### config.mk
export PLATFORM = sky130hd
export DESIGN_NAME = muldiv_unit
export DESIGN_NICKNAME = d
export VERILOG_FILES = /design/src/rtl/muldiv_unit.sv
export SDC_FILE = /design/constraint.sdc
export NUM_CORES = 1
export LEC_CHECK = 0
export BUFFER_PORTS_ARGS = -buffer_cell sky130_fd_sc_hd__buf_2
export CORE_MARGIN = 2
export CORE_UTILIZATION = 56
export DETAILED_ROUTE_END_ITERATION = 12
export GPL_TIMING_DRIVEN = 1
export PLACE_DENSITY = 0.84
export REMOVE_ABC_BUFFERS = 1
export SLEW_MARGIN = 25
export SYNTH_ARGS = -nofsm -noshare
export SYNTH_HDL_FRONTEND = slang
export SYNTH_SLANG_ARGS = --single-unit
### constraint.sdc
create_clock -name clk -period 15.15 [get_ports clk]
set_input_delay 1.515 -clock clk [delete_from_list [all_inputs] [get_ports clk]]
set_output_delay 1.515 -clock clk [all_outputs]
set_load 0.05 [all_outputs]
### src/rtl/muldiv_unit.sv
// Iterative RV32M/RV64M multiply/divide unit: shift-add multiply, restoring divide, valid/ready on both sides.
// Optional macro MULDIV_FAST_MUL_EN replaces the iterative multiply with a single-cycle multiplier.
module muldiv_unit #(
  parameter int XLEN = 32
) (
  input  logic            clk,
  input  logic            rst_n,
  input  logic            in_valid,
  output logic            in_ready,
  input  logic [2:0]      funct3,
  input  logic [XLEN-1:0] a,
  input  logic [XLEN-1:0] b,
  input  logic            flush,
  output logic            out_valid,
  input  logic            out_ready,
  output logic [XLEN-1:0] result,
  output logic            busy
);

  // Handshakes: a transfer happens on any rising edge where valid & ready are both high;
  // valid never depends on ready, and result is held while out_valid & ~out_ready.

  localparam int CW = $clog2(XLEN);
  localparam logic [XLEN-1:0] MIN_NEG = {1'b1, {(XLEN-1){1'b0}}};
  localparam logic [CW-1:0]   LAST    = CW'(XLEN - 1);

  typedef enum logic [1:0] {IDLE, MUL, DIV, DONE} state_t;

  state_t            state;
  logic [CW-1:0]     cnt;
  logic [1:0]        op_sel;
  logic              neg_q;
  logic              neg_r;
  logic              short_op;
  logic [XLEN-1:0]   opnd;
  logic [2*XLEN-1:0] acc;

  assign in_ready = (state == IDLE);
  assign busy     = (state != IDLE);

  logic            a_signed, b_signed, sa, sb;
  logic [XLEN-1:0] mag_a, mag_b;
  logic            div_zero, div_ovf;
  logic [XLEN-1:0] special_res;

  assign a_signed = (funct3 != 3'b011) && (funct3 != 3'b101) && (funct3 != 3'b111);
  assign b_signed = a_signed && (funct3 != 3'b010);
  assign sa       = a_signed & a[XLEN-1];
  assign sb       = b_signed & b[XLEN-1];
  assign mag_a    = sa ? -a : a;
  assign mag_b    = sb ? -b : b;

  assign div_zero    = funct3[2] & (b == '0);
  assign div_ovf     = funct3[2] & ~funct3[0] & (a == MIN_NEG) & (b == '1);
  assign special_res = div_zero ? (funct3[1] ? a : '1) : (funct3[1] ? '0 : a);

`ifdef MULDIV_FAST_MUL_EN
  logic [2*XLEN-1:0] fast_prod, fast_signed;
  logic [XLEN-1:0]   fast_res;

  assign fast_prod   = {{XLEN{1'b0}}, mag_a} * {{XLEN{1'b0}}, mag_b};
  assign fast_signed = (sa ^ sb) ? -fast_prod : fast_prod;
  assign fast_res    = (funct3[1:0] == 2'b00) ? fast_signed[XLEN-1:0] : fast_signed[2*XLEN-1:XLEN];
`endif

  // acc = {partial product hi, multiplier} for MUL and {remainder, dividend/quotient} for DIV.
  logic [XLEN:0]     mul_sum;
  logic [2*XLEN-1:0] mul_next;
  logic [XLEN:0]     div_shift, div_diff;
  logic [2*XLEN-1:0] div_next;
  logic [2*XLEN-1:0] acc_next;

  assign mul_sum   = {1'b0, acc[2*XLEN-1:XLEN]} + (acc[0] ? {1'b0, opnd} : '0);
  assign mul_next  = {mul_sum, acc[XLEN-1:1]};
  assign div_shift = {acc[2*XLEN-1:XLEN], acc[XLEN-1]};
  assign div_diff  = div_shift - {1'b0, opnd};
  assign div_next  = div_diff[XLEN] ? {div_shift[XLEN-1:0], acc[XLEN-2:0], 1'b0}
                                    : {div_diff[XLEN-1:0], acc[XLEN-2:0], 1'b1};
  assign acc_next  = (state == MUL) ? mul_next : div_next;

  logic [2*XLEN-1:0] prod;
  logic [XLEN-1:0]   quo, rem, mul_res, div_res;

  assign prod    = neg_q ? -mul_next : mul_next;
  assign mul_res = (op_sel == 2'b00) ? prod[XLEN-1:0] : prod[2*XLEN-1:XLEN];
  assign quo     = div_next[XLEN-1:0];
  assign rem     = div_next[2*XLEN-1:XLEN];
  assign div_res = op_sel[1] ? (neg_r ? -rem : rem) : (neg_q ? -quo : quo);

  // Pre-resolved results spend one cycle in MUL/DIV with the counter at its last value,
  // so every result leaves through the same registered path.
  always_ff @(posedge clk or negedge rst_n) begin
    if (!rst_n) begin
      state     <= IDLE;
      cnt       <= '0;
      op_sel    <= '0;
      neg_q     <= 1'b0;
      neg_r     <= 1'b0;
      short_op  <= 1'b0;
      opnd      <= '0;
      acc       <= '0;
      result    <= '0;
      out_valid <= 1'b0;
    end else if (flush) begin
      state     <= IDLE;
      cnt       <= '0;
      out_valid <= 1'b0;
    end else begin
      case (state)
        IDLE: begin
          if (in_valid) begin
            op_sel <= funct3[1:0];
            neg_q  <= sa ^ sb;
            neg_r  <= sa;
            state  <= funct3[2] ? DIV : MUL;
            if (div_zero | div_ovf) begin
              short_op <= 1'b1;
              cnt      <= LAST;
              acc      <= {{XLEN{1'b0}}, special_res};
            end
`ifdef MULDIV_FAST_MUL_EN
            else if (!funct3[2]) begin
              short_op <= 1'b1;
              cnt      <= LAST;
              acc      <= {{XLEN{1'b0}}, fast_res};
            end
`endif
            else begin
              short_op <= 1'b0;
              cnt      <= '0;
              opnd     <= funct3[2] ? mag_b : mag_a;
              acc      <= {{XLEN{1'b0}}, funct3[2] ? mag_a : mag_b};
            end
          end
        end
        MUL, DIV: begin
          acc <= acc_next;
          cnt <= cnt + 1'b1;
          if (cnt == LAST) begin
            state     <= DONE;
            out_valid <= 1'b1;
            if (short_op)
              result <= acc[XLEN-1:0];
            else
              result <= (state == MUL) ? mul_res : div_res;
          end
        end
        DONE: begin
          if (out_ready) begin
            state     <= IDLE;
            out_valid <= 1'b0;
          end
        end
        default: state <= IDLE;
      endcase
    end
  end

endmodule

==> results_dict.tcl <==
set metrics [dict create \
    status "completed" \
    drc 0 \
    dp_hpwl_mm 43.1 \
    antenna_cells 0 \
    rsz0062_at_grt "false" \
    ys_top_cells_by_area "dfrtp_1, o21ai_0, a21oi_1, nand2_1, xnor2_1" \
    nets 2467 \
    setup_viol 0 \
    grt.busiest_layer "met2" \
    fin_hold_ws_ns 0.475 \
    ys_warn_count 0 \
    cts.root.buffer_cell "clkbuf_16" \
    vdd_ir_drop_max_v 0.0000982 \
    ctsHtreeMaxLevel 4 \
    min_period_ns 6.12 \
    wl_per_cell_um 20.8 \
    maxCapViolCount 0 \
    cp-start-kind "flop" \
    ys_seq_elements 141 \
    synth-edff-count 0 \
    drt_iter0_drc 1766 \
    pin_count 107 \
    grt_pass1_vias 16585 \
    synth_cell_types 80 \
    grt_pass1_wl_mm 89.9 \
    die_height_um 177 \
    vias_per_cell 6.51 \
    synth-seq-area-share_pct 21.1 \
    synthArstFlopShare_pct 100 \
    dieArea_um2 31300 \
    maxSlewViolCount 0 \
    vias 17709 \
    core_area_um2 29500 \
    rows 63 \
    grt_max_degree 116 \
    syn_avg_cell_area_um2 7.13 \
    critical_path_class "flop to flop" \
    cp.arrival_ns 6.44 \
    setup-tns-final_ns 0 \
    synthCells 2346 \
    use_met3_pct 5.95 \
    final_common_cell "nand2_1" \
    met2_usage_pct 55.8 \
    cts_tree "built" \
    ant_nets 0 \
    p_per_area_nw_per_um2 189 \
    use_met1_pct 50.0 \
    first_pass_iters 5 \
    port_buffers 106 \
    clk_pin_slew_ns 0.06 \
    ctsHoldBuffers 0 \
    clock_power_share_pct 13.5 \
    start_util_pct 56.7 \
    synth_top_flop_cell "dfrtp_1" \
    sw_frac_of_total_pct 53.9 \
    grt_antenna_before_repair 0 \
    overflow 0 \
    period_share_pct 40.4 \
    insertion_delay_ns 0.45 \
    num-fill-cells 2677 \
    end_kind "flop" \
    power_switching_mw 1.82 \
    slew-limit-headroom_pct 27.1 \
    clk_path_buf_depth 2 \
    worstMarginPinSlew_ns 1.09 \
    drt-total-wl_mm 56.6 \
    area.growth.synth_to_final_pct 6.88 \
    grt_use_total_pct 36.4 \
    hold_class "flop to flop" \
    die_x_um 177 \
    cp.required_ns 15.47 \
    p_int_mw 1.56 \
    post_cts_buffers 0 \
    post_cts_resize_count 0 \
    path_max_fanout 43 \
    yosysTopAreaCell "dfrtp_1" \
    hold_viol_final 0 \
    seqPwrFrac_pct 20.9 \
    synth_top_area_share_pct 21.1 \
    final_cell_mix "nand2_1, o21ai_0, nor2_1, a21oi_1, dfrtp_1" \
    p_leak_nw 7.68 \
    synthesis.area_um2 16700 \
    cts_buffers 17 \
    timing.fmax_mhz 163 \
    p_comb_share_pct 65.6 \
    drive_above_1_share_pct 8.93 \
    gp_congestion 1.00 \
    fin_skew_ns 0.0113 \
    clkSinkCount 141 \
]
cells in the mapped netlist, types with 33 or more instances:
| cell type | count |
|---|---|
| nand2_1 | 294 |
| o21ai_0 | 270 |
| nor2_1 | 235 |
| a21oi_1 | 221 |
| clkbuf_1 | 142 |
| dfrtp_1 | 141 |
| xnor2_1 | 120 |
| xor2_1 | 106 |
| ha_1 | 75 |
| inv_1 | 75 |
| mux2i_1 | 67 |
| a211oi_1 | 41 |
| o31ai_1 | 36 |
| nor3_1 | 33 |
sequential cells by signal, indices dropped and copies added, names as in the netlist:
signal,cells
result,32
neg_r,1
cnt,5
short_op,1
out_valid,1
acc,64
state,2
neg_q,1
opnd,32
op_sel,2
cell families (layout without fill, tap and decap cells):
family	count (synthesis)	in the layout	share of synthesized area, %
XOR/XNOR	226	226	11.8
buffers and inverters	250	234	5.75
flip-flops	141	141	21.1
adder cells (fa/ha/maj)	77	77	5.85
AND/OR/NAND/NOR	772	772	21.0
AO/OA/AOI/OAI	794	794	29.1
multiplexers	86	86	5.29
final timing paths:
check / start / endpoint / slack (ns) / depth (start not counted)
worst max-delay path: acc[31] / result[26] / 9.03 / 20
worst min-delay path: result[2] / result[2] / 0.48 / 2
worst max register to register: acc[31] / result[26] / 9.03 / 20
worst min register to register: result[2] / result[2] / 0.48 / 2
max in group asynchronous: rst_n / neg_q / 12.72 / 2
min in group asynchronous: rst_n / opnd[1] / 1.15 / 1
through the flow:
| step | worst slack (ns) | power, mW | cells | utilization, % | instance area, um^2 |
|---|---|---|---|---|---|
| floorplan | 9.48 | 2.21 | 2174 | - | 16000 |
| global placement | 9.19 | 2.78 | 2689 | 58.5 | 17200 |
| detailed placement | 9.21 | 2.82 | 2689 | 58.5 | 17200 |
| CTS | 9.17 | 3.29 | 2720 | 60.6 | 17900 |
| global route | 8.60 | 3.61 | 2720 | 60.6 | 17900 |
| finish | 9.03 | 3.38 | 2720 | 60.6 | 17900 |
worst max-delay path, stage by stage (launching register included):
cell and delay, ns:
dfrtp_1 0.53, inv_1 0.14, ha_1 0.22, inv_1 0.07, fa_1 0.25, a211oi_1 0.13, nor3_1 0.45, nor2_1 0.14
a311oi_1 0.44, a2bb2oi_1 0.25, and3_2 0.19, buf_4 0.50, inv_2 0.47, a21oi_1 0.40, ha_1 0.34, nand3b_1 0.23
or2_2 0.41, o21ai_0 0.20, xor2_1 0.13, a221oi_1 0.35, a21oi_1 0.11
power by group through the flow:
stage	combinational [mW]	clock, mW	sequential, mW
2_1_floorplan	1.58	0	0.634
3_3_place_gp	2.09	0	0.697
3_5_place_dp	2.12	0	0.700
4_1_cts	2.15	0.453	0.694
5_1_grt	2.42	0.469	0.723
6_report	2.22	0.455	0.707
final cells by class:
class	count	area (um^2)	area share, %
Multi-Input combinational cell	1955	12300	68.6
Sequential cell	141	3530	19.8
Timing Repair Buffer	125	682	3.82
Tap cell	390	488	2.73
Clock buffer	20	447	2.50
Inverter	78	293	1.64
Clock inverter	11	168	0.938
metal layers:
layer,up-vias,share of wire [%]
li1,8387,-
met1,8216,42
met2,960,44
met3,146,10
met4,0,4.6
met5,-,0
No activity file was read; power rests on OpenSTA's default activity.
